`src/rtl/atm_account_server.sv`:
```
// rtl/atm_account_server.sv - bank-side account table and single-request transaction engine
module atm_account_server #(
    parameter int W     = 12,
    parameter int DEPTH = 4,
    parameter int IDX_W = 2
) (
    input  logic             clk,
    input  logic             rst,
    input  logic             req_valid,
    output logic             req_ready,
    input  logic [2:0]       req_cmd,
    input  logic [IDX_W-1:0] req_idx,
    input  logic [W-1:0]     req_acct,
    input  logic [W-1:0]     req_pin,
    input  logic [W-1:0]     req_dst,
    input  logic [W-1:0]     req_amount,
    output logic             rsp_valid,
    input  logic             rsp_ready,
    output logic [2:0]       rsp_status,
    output logic [W-1:0]     rsp_balance,
    output logic [W-1:0]     rsp_dst_balance
);
    typedef enum logic [2:0] {IDLE, SRC_SCAN, DST_SCAN, EXEC, RESP} state_t;

    localparam logic [2:0] CMD_LOAD = 3'd0, CMD_AUTH = 3'd1, CMD_BAL = 3'd2,
                           CMD_DEP  = 3'd3, CMD_WDR  = 3'd4, CMD_XFER = 3'd5;
    localparam logic [2:0] ST_OK = 3'd0, ST_NOACCT = 3'd1, ST_BADPIN = 3'd2, ST_FUNDS = 3'd3,
                           ST_OVERFLOW = 3'd4, ST_NODST = 3'd5, ST_BADCMD = 3'd6, ST_SAMEACCT = 3'd7;

    state_t state, state_n;

    logic [DEPTH-1:0] acct_valid;
    logic [W-1:0]     acct_num [DEPTH];
    logic [W-1:0]     acct_pin [DEPTH];
    logic [W-1:0]     acct_bal [DEPTH];

    logic [2:0]       cmd_q;
    logic [IDX_W-1:0] idx_q, scan_i, src_i, dst_i;
    logic [W-1:0]     acct_q, pin_q, dst_q, amt_q;
    logic             fail_q, exec_hold;
    logic [2:0]       fail_code;

    logic             src_hit, dst_hit, scan_last, cmd_direct, pin_ok, funds_ok;
    logic [W-1:0]     src_bal, dst_bal;
    logic [W:0]       dep_sum, xfer_sum;

    assign src_hit    = acct_valid[scan_i] && (acct_num[scan_i] == acct_q);
    assign dst_hit    = acct_valid[scan_i] && (acct_num[scan_i] == dst_q);
    assign scan_last  = (scan_i == IDX_W'(DEPTH - 1));
    assign cmd_direct = (cmd_q == CMD_LOAD) || (cmd_q > CMD_XFER);
    assign src_bal    = acct_bal[src_i];
    assign dst_bal    = acct_bal[dst_i];
    assign pin_ok     = (acct_pin[src_i] == pin_q);
    assign funds_ok   = (amt_q <= src_bal);
    assign dep_sum    = {1'b0, src_bal} + {1'b0, amt_q};
    assign xfer_sum   = {1'b0, dst_bal} + {1'b0, amt_q};

    assign req_ready  = (state == IDLE);
    assign rsp_valid  = (state == RESP);

    always_comb begin
        state_n = state;
        case (state)
            IDLE: begin
                if (req_valid)
                    state_n = ((req_cmd == CMD_LOAD) || (req_cmd > CMD_XFER)) ? EXEC : SRC_SCAN;
            end
            SRC_SCAN: begin
                if (src_hit)
                    state_n = (cmd_q == CMD_XFER) ? DST_SCAN : EXEC;
                else if (scan_last)
                    state_n = EXEC;
            end
            DST_SCAN: begin
                if (dst_hit || scan_last)
                    state_n = EXEC;
            end
            EXEC: begin
                if (!exec_hold)
                    state_n = RESP;
            end
            RESP: begin
                if (rsp_ready)
                    state_n = IDLE;
            end
            default: state_n = IDLE;
        endcase
    end

    always_ff @(posedge clk or negedge rst) begin
        if (!rst)
            state <= IDLE;
        else
            state <= state_n;
    end

    // Scan failures are only recorded here; EXEC publishes them so every response leaves from EXEC.
    always_ff @(posedge clk or negedge rst) begin
        if (!rst) begin
            acct_valid      <= '0;
            for (int i = 0; i < DEPTH; i++) begin
                acct_num[i] <= '0;
                acct_pin[i] <= '0;
                acct_bal[i] <= '0;
            end
            cmd_q           <= '0;
            idx_q           <= '0;
            acct_q          <= '0;
            pin_q           <= '0;
            dst_q           <= '0;
            amt_q           <= '0;
            scan_i          <= '0;
            src_i           <= '0;
            dst_i           <= '0;
            fail_q          <= 1'b0;
            fail_code       <= '0;
            exec_hold       <= 1'b0;
            rsp_status      <= '0;
            rsp_balance     <= '0;
            rsp_dst_balance <= '0;
        end else begin
            case (state)
                IDLE: begin
                    if (req_valid) begin
                        cmd_q     <= req_cmd;
                        idx_q     <= req_idx;
                        acct_q    <= req_acct;
                        pin_q     <= req_pin;
                        dst_q     <= req_dst;
                        amt_q     <= req_amount;
                        scan_i    <= '0;
                        fail_q    <= 1'b0;
                        // Direct commands idle one EXEC cycle to line up with the lookup path.
                        exec_hold <= (req_cmd == CMD_LOAD) || (req_cmd > CMD_XFER);
                    end
                end
                SRC_SCAN: begin
                    if (src_hit) begin
                        src_i  <= scan_i;
                        scan_i <= '0;
                    end else if (scan_last) begin
                        fail_q    <= 1'b1;
                        fail_code <= ST_NOACCT;
                    end else begin
                        scan_i <= scan_i + 1'b1;
                    end
                end
                DST_SCAN: begin
                    if (dst_hit) begin
                        dst_i <= scan_i;
                        if (scan_i == src_i) begin
                            fail_q    <= 1'b1;
                            fail_code <= ST_SAMEACCT;
                        end
                    end else if (scan_last) begin
                        fail_q    <= 1'b1;
                        fail_code <= ST_NODST;
                    end else begin
                        scan_i <= scan_i + 1'b1;
                    end
                end
                EXEC: begin
                    if (exec_hold) begin
                        exec_hold <= 1'b0;
                    end else begin
                        rsp_balance     <= '0;
                        rsp_dst_balance <= '0;
                        if (fail_q) begin
                            rsp_status <= fail_code;
                        end else if (cmd_q == CMD_LOAD) begin
                            acct_valid[idx_q] <= 1'b1;
                            acct_num[idx_q]   <= acct_q;
                            acct_pin[idx_q]   <= pin_q;
                            acct_bal[idx_q]   <= amt_q;
                            rsp_status        <= ST_OK;
                            rsp_balance       <= amt_q;
                        end else if (cmd_direct) begin
                            rsp_status <= ST_BADCMD;
                        end else if (!pin_ok) begin
                            rsp_status <= ST_BADPIN;
                        end else begin
                            rsp_status  <= ST_OK;
                            rsp_balance <= src_bal;
                            case (cmd_q)
                                CMD_DEP: begin
                                    if (dep_sum[W]) begin
                                        rsp_status <= ST_OVERFLOW;
                                    end else begin
                                        acct_bal[src_i] <= dep_sum[W-1:0];
                                        rsp_balance     <= dep_sum[W-1:0];
                                    end
                                end
                                CMD_WDR: begin
                                    if (!funds_ok) begin
                                        rsp_status <= ST_FUNDS;
                                    end else begin
                                        acct_bal[src_i] <= src_bal - amt_q;
                                        rsp_balance     <= src_bal - amt_q;
                                    end
                                end
                                CMD_XFER: begin
                                    rsp_dst_balance <= dst_bal;
                                    if (!funds_ok) begin
                                        rsp_status <= ST_FUNDS;
                                    end else if (xfer_sum[W]) begin
                                        rsp_status <= ST_OVERFLOW;
                                    end else begin
                                        acct_bal[src_i] <= src_bal - amt_q;
                                        acct_bal[dst_i] <= xfer_sum[W-1:0];
                                        rsp_balance     <= src_bal - amt_q;
                                        rsp_dst_balance <= xfer_sum[W-1:0];
                                    end
                                end
                                default: ;
                            endcase
                        end
                    end
                end
                default: ;
            endcase
        end
    end
endmodule
```
`config.mk`:
```
export PLATFORM = sky130hd
export DESIGN_NAME = atm_account_server
export DESIGN_NICKNAME = d
export VERILOG_FILES = /design/src/rtl/atm_account_server.sv
export SDC_FILE = /design/constraint.sdc
export NUM_CORES = 1
export LEC_CHECK = 0
export BUFFER_PORTS_ARGS = -buffer_cell sky130_fd_sc_hd__buf_2
export CORE_MARGIN = 5
export CORE_UTILIZATION = 55
export CTS_CLUSTER_DIAMETER = 80
export CTS_CLUSTER_SIZE = 20
export DETAILED_ROUTE_END_ITERATION = 10
export PLACE_DENSITY = 0.73
export SKIP_CTS_REPAIR_TIMING = 1
export SLEW_MARGIN = 20
export SYNTH_ARGS = -nofsm -noshare
export SYNTH_HDL_FRONTEND = slang
export SYNTH_SLANG_ARGS = --single-unit
```
`constraint.sdc`:
```
create_clock -name clk -period 5.74 [get_ports clk]
set_clock_uncertainty 0.1 [all_clocks]
set_input_delay 0.574 -clock clk [delete_from_list [all_inputs] [get_ports clk]]
set_output_delay 0.574 -clock clk [all_outputs]
set_load 0.1 [all_outputs]
```
## Yosys cells after proc, flatten, opt, wreduce, memory -nomap -nowiden

Cells that the tools add are included.

| word-level totals | value |
|---|---|
| bits in registers | 242 |

| cells by class | value |
|---|---|
| add/sub/neg operators | 4 |
| magnitude comparators | 13 |
| equal/unequal tests | 27 |
| muxes and demuxes | 89 |
| bitwise gates (word level) | 7 |
| reduce and logical (&&, ||, !) cells | 28 |

Operators with widths:

| cell | number |
|---|---|
| $mux 48 | 7 |
| $mux 12 | 26 |
| $bwmux 48 | 6 |
| $pmux 48 s3 | 1 |
| $bmux 12 s2 | 4 |
| $demux 12 s2 | 3 |
| $mux 3 | 18 |
| $eq 12x12->1 | 3 |
| $pmux 12 s3 | 1 |
| $add 12x12->13 | 2 |
| $ne 3x3->1 const B | 7 |
| $pmux 3 s5 | 1 |
| $ge 3x3->1 const B | 4 |
| $le 12x12->1 | 1 |
| $mux 2 | 6 |
| $ne 2x2->1 const B | 6 |
| $not 2->3 | 4 |
| $sub 12x12->12 | 1 |
| $reduce_and 10->1 | 1 |
| $reduce_and 2->1 | 5 |
| $reduce_and 5->1 | 2 |
| $eq 3x2->1 const B | 3 |
| $eq 3x3->1 const B | 3 |
| $logic_not 3->1 | 3 |
| other kinds (26) | 50 |

## Logic depth before layout (Yosys ltp)

Gate-level depths: netlist (run 1).

| depth | value |
|---|---|
| depth after elaboration | 13 |
| gate-level depth with buffers | 18 |

## Worst setup path before layout (run 1)

Ideal clock, no wire load.

| timing path | value |
|---|---|
| path type | register to register |
| start point | register src_i[0] |
| end point | register rsp_balance[10] |
| data arrival time | 4.674 ns |
| data required time | 5.502 ns |
| setup slack | 0.828 ns |
| cell stages (with the launch flop) | 16 |
| buffers on the path | 5 |
| period minus slack after synthesis | 4.912 ns |
| cells stage by stage | dfrtp_1 > buf_6 > buf_6 > clkbuf_1 > buf_1 > mux4_2 > ha_1 > inv_2 > a221oi_2 > a211oi_1 > a2111oi_2 > nor2_2 > or4_1 > buf_2 > a2111oi_0 > a21oi_1 |

| on the way | value |
|---|---|
| word-level cells in the longest chain between the ends | 12 |
| elaborated cells on any way between the ends | 20 |
| those cells by class | add/sub (2); order compare (1); eq/ne (1); mux (15); bitwise (1) |

RTL lines:

| element | line | source |
|---|---|---|
| start, declared | 38 | `logic [IDX_W-1:0] idx_q, scan_i, src_i, dst_i;` |
| start signal, assigned | 139 | `src_i <= scan_i;` |
| $not 2->3 (not written as such) * | 51, 53 |  |
| $bmux 12 s2 | 51 | `assign src_bal = acct_bal[src_i];` |
| $mux 12 (not written as such) (2 in a row) | 51 |  |
| $sub 12x12->12 | 198, 210 |  |
| $mux 12 | 205 | `end else if (xfer_sum[W]) begin` |
| $mux 12 | 203 | `if (!funds_ok) begin` |
| $pmux 12 s3 | 184 | `case (cmd_q)` |
| $mux 12 * | 179 | `end else if (!pin_ok) begin` |
| $mux 12 * | 177 | `end else if (cmd_direct) begin` |
| $mux 12 * | 170 | `end else if (cmd_q == CMD_LOAD) begin` |
| $mux 12 * | 168 | `if (fail_q) begin` |
| end signal, assigned | 176 | `rsp_balance <= amt_q;` |
| end signal, assigned | 183 | `rsp_balance <= src_bal;` |
| end signal, assigned | 190 | `rsp_balance <= dep_sum[W-1:0];` |
| end, declared | 20 | `output logic [W-1:0] rsp_balance,` |

Mark *: on every way between the ends. The rest lies on a longest branch, timed or not. The select of a mux whose other input is x is not followed.
A chain may end at the register's enable or synchronous reset.

## Worst setup path in the final report (run 1)

| timing path | value |
|---|---|
| start point | register src_i[1] |
| end point | register acct_bal[30] in the netlist's numbering |

| on the way | value |
|---|---|
| word-level cells in the longest chain between the ends | 13 |
| elaborated cells on any way between the ends | 32 |
| those cells by class | add/sub (2); order compare (3); eq/ne (4); mux (19); bitwise (1); reduce/logical (3) |

RTL lines:

| element | line | source |
|---|---|---|
| $not 2->3 (not written as such) * | - |  |
| $bmux 12 s2 (tied with other cells) | 51 |  |
| $mux 12 (not written as such) or $logic_and 1x1->1 (tied branches) | - |  |
| $mux 12, on equally long branches | - |  |
| $sub 12x12->12 or $demux 12 s2 (tied branches) | 197, 208, 189 |  |
| $bwmux 48 | 197, 208 |  |
| $bwmux 48 | 209 | `acct_bal[dst_i] <= xfer_sum[W-1:0];` |
| $mux 48 | 205 |  |
| $mux 48 | 203 |  |
| $pmux 48 s3 | 184 |  |
| $mux 48 | 179 |  |
| $mux 48 | 177 |  |
| $mux 48 | 170 |  |
| end signal, assigned by index | 174 | `acct_bal[idx_q] <= amt_q;` |
| end signal, assigned by index | 189 | `acct_bal[src_i] <= dep_sum[W-1:0];` |
| end signal, assigned by index | 197 | `acct_bal[src_i] <= src_bal - amt_q;` |
| end, declared | 35 | `logic [W-1:0] acct_bal [DEPTH];` |

Marks and branches as above.

==> results of run 1 <==
stage by stage:
step                area, sq um  std cells  utilization  hold WS, ps
floorplan                 15100       1458            -          178
global placement          15900       1826        0.589          346
detailed placement        15900       1826        0.589          352
CTS                       16500       1853        0.611         76.7
global route              16500       1853        0.611         89.5
finish                    16500       1853        0.611        -15.1
cells by family after synthesis:
| logic type | share of synthesized area |
|---|---|
| simple gates | 0.118 |
| flops | 0.401 |
| compound gates | 0.175 |
| xor+xnor | 0.0342 |
| fa+ha+maj | 0.0355 |
| mux | 0.201 |
| buf+inv | 0.0355 |
synthesized netlist by cell type, types with 4 or more instances:
library cell | instances | area [sq um]
buf_1 | 16 | 60.1
a22oi_1 | 20 | 150
or2_2 | 6 | 37.5
nor2b_1 | 14 | 87.6
o221ai_1 | 4 | 35.0
o211ai_1 | 18 | 135
and2_1 | 15 | 93.8
xnor2_1 | 50 | 438
mux4_2 | 49 | 1100
ha_1 | 38 | 475
nand2_1 | 102 | 383
mux2_2 | 153 | 1720
a21oi_1 | 78 | 390
a2111oi_0 | 4 | 35.0
o21a_1 | 21 | 158
a31oi_1 | 24 | 150
buf_2 | 8 | 40.0
dfrtp_1 | 242 | 6060
xor2_1 | 9 | 78.8
o31ai_1 | 19 | 143
nor2_1 | 106 | 398
mux2i_1 | 12 | 120
a32oi_1 | 6 | 52.6
inv_1 | 42 | 158
nor3b_1 | 4 | 30.0
o21ai_0 | 100 | 500
or3_1 | 9 | 56.3
nand2b_1 | 16 | 100
mux2_4 | 4 | 60.1
a211oi_1 | 13 | 97.6
a22o_1 | 6 | 52.6
a222oi_1 | 21 | 210
and3_1 | 8 | 50.1
nand4_1 | 11 | 68.8
a21o_1 | 10 | 75.1
a221oi_1 | 16 | 140
nor3_1 | 31 | 155
nand3_1 | 28 | 140
clkbuf_1 | 64 | 240
flip-flops by register name, summed over array words and instances (netlist names), 3 cells and up:
register         count
rsp_balance         12
amt_q               12
acct_q              12
acct_num            48
pin_q               12
cmd_q                3
fail_code            3
acct_valid           4
dst_q               12
rsp_status           3
acct_pin            48
rsp_dst_balance     12
state                3
acct_bal            48
worst max-delay path, cell delays in order, from the launching register on:
cell and delay, ps:
dfrtp_1 900, mux4_2 380, ha_1 180, inv_1 60
fa_1 460, o21ba_2 240, or4_1 470, a211oi_1 450
a2111oi_2 160, nor2_2 470, or4_4 460, mux2_4 340
final timing paths:
| kind | startpoint | end | slack (ps) | depth (start not counted) |
|---|---|---|---|---|
| min reg2reg | acct_valid[3] | acct_valid[3] | 370 | 1 |
| min | rst | amt_q[4] | -20 | 1 |
| max in group asynchronous | rst | acct_pin[37] | 4410 | 2 |
| max reg2reg | src_i[1] | acct_bal[30] | 910 | 11 |
| max | src_i[1] | acct_bal[30] | 910 | 11 |
| min in group clk | rsp_ready | state[2] | 120 | 2 |
metal layers:
metal / routed length, um / GRT usage
met5: 0 / 0
met4: 3490 / 0.186
met3: 3860 / 0.0463
met2: 22300 / 0.500
met1: 18500 / 0.402
final cells by class:
| type | instances | area [sq um] |
|---|---|---|
| sequential | 242 | 6060 |
| inverter | 43 | 161 |
| tap | 341 | 427 |
| multi-input combinational | 1082 | 8540 |
| clock buffer | 21 | 482 |
| timing repair buffer | 118 | 696 |
| clock inverter | 6 | 111 |
| fill | 2257 | 10500 |
placed cells by master, fill, tap and decap left out, types with 28 or more instances in the layout:
master and instances:
mux4_2 49, ha_1 38, inv_1 42, o21ai_0 100, dfrtp_1 241, buf_4 32, nand2_1 102, xnor2_1 50
buf_2 84, nand3_1 28, nor3_1 29, nor2_1 104, a21oi_1 78, mux2_2 153
power by group:
group          switching (mW)  internal [mW]  total [mW]
clock                   0.665          0.700        1.36
combinational            3.78           2.16        5.93
sequential              0.707           2.28        2.99
total                    5.15           5.14        10.3
==> flow_metrics.env, run 1 <==
export IMPL_outcome="finished, violations left"
export IMPL_violations="hold timing"
export IMPL_area_growth_synth_to_final_pct=9.14
export IMPL_grt_start_max_net_pins=125
export IMPL_layout_nets=1603
export IMPL_cts_buffers=18
export IMPL_synth_sequential_area_ratio=0.401
export IMPL_hpwlAfterDp_um=33700
export IMPL_post_layout_total_power_mw=10.3
export IMPL_first_pass_grt_wire_length_um=75200
export IMPL_synth_ff_latch_count=242
export IMPL_max_clock_freq_mhz=207
export IMPL_worstSetupEndpointType="flip-flop"
export IMPL_cp_max_fo=20
export IMPL_dpl_worst_slack_ps=1030
export IMPL_initial_drt_pass_iterations=8
export IMPL_start_to_end_type_of_the_worst_setup_path="reg -> reg"
export IMPL_grt_ovfl_total=0
export IMPL_synthArstFlopShare=1.00
export IMPL_groute_usage_overall=0.312
export IMPL_via_count_of_the_first_global_routing_pass=12600
export IMPL_final_min_period_over_clock_period=0.842
export IMPL_coreArea_sq_mm=0.0270
export IMPL_synth_lib_cells_used_distinct=73
export IMPL_setup_tns_ps=0
export IMPL_remaining_drc_errors=0
export IMPL_power_density_cell_area_mw_per_mm2=625
export IMPL_row_count=60
export IMPL_cp_required_ps=6040
export IMPL_die_height_um=176
export IMPL_layout_setup_ws_ps=906
export IMPL_final_antenna_net_count=0
export IMPL_maxCapViolCount=0
export IMPL_slew_violations=0
export IMPL_drt_wl_total_um=48200
export IMPL_yosys_warnings=0
export IMPL_hold_violations=2
export IMPL_vdd_drop_max_v=0.000329
export IMPL_cts_htree_levels=1
export IMPL_postSynthCellCount=1458
export IMPL_cp_data_arrival_time_ps=5130
export IMPL_finalWorstPathRequiredPeriod_ps=4830
export IMPL_worst_hold_path_type="in -> async"
export IMPL_vias=12600
export IMPL_route_detailed_vias_per_inst=6.77
export IMPL_num_antenna_cells=0
export IMPL_avgSynthCellArea_sq_um=10.4
export IMPL_die_area_sq_mm=0.0309
export IMPL_clkTransAtPathRegs_ps=90
export IMPL_detail_route_wl_per_cell_um=26.0
export IMPL_worstMarginPinSlew_ps=1140
export IMPL_clkLatencyLatePin_ps=560
export IMPL_clock_root_cell="clkbuf_16"
export IMPL_mappedNetlistArea_sq_mm=0.0151
export IMPL_yosys_most_used_dff="dfrtp_1"
export IMPL_final_setup_viol_count=0
export IMPL_slew_headroom=0.236
export IMPL_port_buffers=85
export IMPL_crit_path_start_kind="flip-flop"
export IMPL_post_route_cells_drive_above_1_share=0.251
export IMPL_total_nets_after_synthesis=1556
export IMPL_fp_dieW_um=176
export IMPL_globalplace_congestion=1.02
export IMPL_initial_core_util=0.560
export IMPL_cts_sink_count=242
export IMPL_final_hold_worst_slack_ps=-15.1
export IMPL_synth_edff_count=0
export IMPL_grt_antenna_before_repair=0
export IMPL_grt_setup_unrepaired="no"
export IMPL_total_leakage_power_nw=7.09
export IMPL_detailedRoute_firstIterationViolations=1509
export IMPL_cts_path_max_buffers=3
export IMPL_clock_tree_from_tritoncts="done"
export IMPL_io_pins=86
(Power assumes the default switching activity.)
==> run 2, diff against run 1 <==
==> constraint.sdc (replaced) <==
create_clock -name clk -period 4.7 [get_ports clk]
set_clock_uncertainty 0.1 [all_clocks]
set_input_delay 0.47 -clock clk [delete_from_list [all_inputs] [get_ports clk]]
set_output_delay 0.47 -clock clk [all_outputs]
set_load 0.1 [all_outputs]
==> flow_metrics.env, run 2 (synthesis results as in run 1) <==
export IMPL_outcome="finished, violations left"
export IMPL_violations="DRC"
export IMPL_groute_usage_overall=0.318
export IMPL_power_density_cell_area_mw_per_mm2=767
export IMPL_clock_tree_from_tritoncts="done"
export IMPL_layout_nets=1635
export IMPL_slew_violations=0
export IMPL_io_pins=86
export IMPL_final_min_period_over_clock_period=0.930
export IMPL_timing_critical_path_slowest_stage_cell="dfrtp_1"
export IMPL_cts_path_max_buffers=3
export IMPL_remaining_drc_errors=1
export IMPL_fp_dieW_um=176
export IMPL_layout_cells_most_common_list="dfrtp_1, mux2_2, nor2_1"
export IMPL_via_count_of_the_first_global_routing_pass=12900
export IMPL_area_growth_synth_to_final_pct=10.8
export IMPL_route_detailed_vias_per_inst=6.79
export IMPL_final_hold_worst_slack_ps=10.2
export IMPL_cp_required_ps=4990
export IMPL_cts_buffers=18
export IMPL_cts_htree_levels=1
export IMPL_multi_input_area_sq_mm=0.00855
export IMPL_worstSetupEndpointType="flip-flop"
export IMPL_critical_path_top_delay_family="simple AND/OR/NAND/NOR gates"
export IMPL_row_count=60
export IMPL_vias=12800
export IMPL_crit_chain="mux4_2, ha_1, inv_1, fa_1, o21ba_2, or4_1, a211oi_1, a2111oi_2, nor2_2, buf_4, or4_4, mux2_4"
export IMPL_clock_root_cell="clkbuf_16"
export IMPL_globalplace_congestion=1.03
export IMPL_grt_start_max_net_pins=135
export IMPL_post_route_cells_drive_above_1_share=0.267
export IMPL_clkTransAtPathRegs_ps=100
export IMPL_cp_data_arrival_time_ps=4660
export IMPL_die_height_um=176
export IMPL_num_antenna_cells=0
export IMPL_hpwlAfterDp_um=35200
export IMPL_worst_hold_path_type="in -> reg"
export IMPL_vdd_drop_max_v=0.000419
export IMPL_detail_route_wl_per_cell_um=26.1
export IMPL_maxCapViolCount=0
export IMPL_final_seq_area_sq_mm=0.00606
export IMPL_initial_core_util=0.560
export IMPL_start_to_end_type_of_the_worst_setup_path="reg -> reg"
export IMPL_cpPeakStageDelay_ps=520
export IMPL_detailedRoute_firstIterationViolations=1575
export IMPL_port_buffers=85
export IMPL_first_pass_grt_wire_length_um=76400
export IMPL_coreArea_sq_mm=0.0270
export IMPL_slew_headroom=0.221
export IMPL_drt_wl_total_um=49200
export IMPL_grt_setup_unrepaired="no"
export IMPL_max_clock_freq_mhz=229
export IMPL_post_layout_total_power_mw=12.8
export IMPL_clkLatencyLatePin_ps=550
export IMPL_cp_max_fo=20
export IMPL_die_area_sq_mm=0.0309
export IMPL_final_antenna_net_count=0
export IMPL_hold_violations=0
export IMPL_most_frequent_standard_cell_in_the_layout_excluding_fill_and_tap_cells="dfrtp_1"
export IMPL_cts_sink_count=242
export IMPL_grt_ovfl_total=0
export IMPL_total_leakage_power_nw=7.24
export IMPL_worstPathBufferInverterCount=2
export IMPL_final_setup_viol_count=0
export IMPL_grt_antenna_before_repair=0
export IMPL_largestRegisters="acct_bal (48), acct_num (48), acct_pin (48)"
export IMPL_finalWorstPathRequiredPeriod_ps=4370
export IMPL_worstMarginPinSlew_ps=1160
export IMPL_crit_path_start_kind="flip-flop"
export IMPL_initial_drt_pass_iterations=11
export IMPL_fillerInstances=2205
run 2: area by class of cell:
type	count	share of cell area
Multi-Input combinational cell	1082	0.511
Clock buffer	21	0.0282
Clock inverter	5	0.00621
Timing Repair Buffer	150	0.0569
Tap cell	341	0.0255
Sequential cell	242	0.362
Inverter	43	0.00965
run 2: path summary, 6_finish.rpt:
path	start	to	slack [ps]	depth (start not counted)
max	acct_bal[36]	acct_bal[24]	330	12
min	rsp_ready	state[2]	10	2
max reg2reg	acct_bal[36]	acct_bal[24]	330	12
min reg2reg	acct_valid[3]	acct_valid[3]	370	1
max in group asynchronous	rst	src_i[0]	2970	3
min in group asynchronous	rst	acct_bal[8]	380	2
run 2: report_power, final:
group / total (mW) / switching [mW] / leakage (nW) / internal [mW]
clock network: 1.62 / 0.784 / 0.279 / 0.837
logic: 7.62 / 4.84 / 3.76 / 2.78
registers: 3.59 / 0.795 / 3.20 / 2.79
total: 12.8 / 6.42 / 7.24 / 6.41
run 2: stage by stage:
| stage | setup WS [ps] | utilization | TNS (ps) | instances | cell area (sq um) |
|---|---|---|---|---|---|
| detailed placement | 316 | 0.598 | 0 | 1857 | 16100 |
| CTS | 176 | 0.620 | 0 | 1883 | 16700 |
| finish | 329 | 0.620 | 0 | 1884 | 16700 |
| global placement | 420 | 0.598 | 0 | 1857 | 16100 |
| global route | 58.0 | 0.620 | 0 | 1884 | 16700 |
| floorplan | -10.9 | - | -10.9 | 1458 | 15100 |
run 2: worst reg2reg max path, cell delays in order, from the launching register on:
cell and delay [ps]:
dfrtp_1 520, mux4_2 320, ha_1 170, inv_1 60, fa_1 480, o21ba_2 240
or4_1 460, a211oi_1 500, a2111oi_2 180, nor2_2 270, buf_4 210, or4_4 350
mux2_4 340
run 2: per-layer routing:
| layer | up-vias | track usage | routed length [um] |
|---|---|---|---|
| li1 | 5607 | - | - |
| met1 | 6158 | 0.411 | 18900 |
| met2 | 786 | 0.508 | 22400 |
| met3 | 250 | 0.0478 | 4110 |
| met4 | 0 | 0.190 | 3790 |
| met5 | - | 0 | 0 |
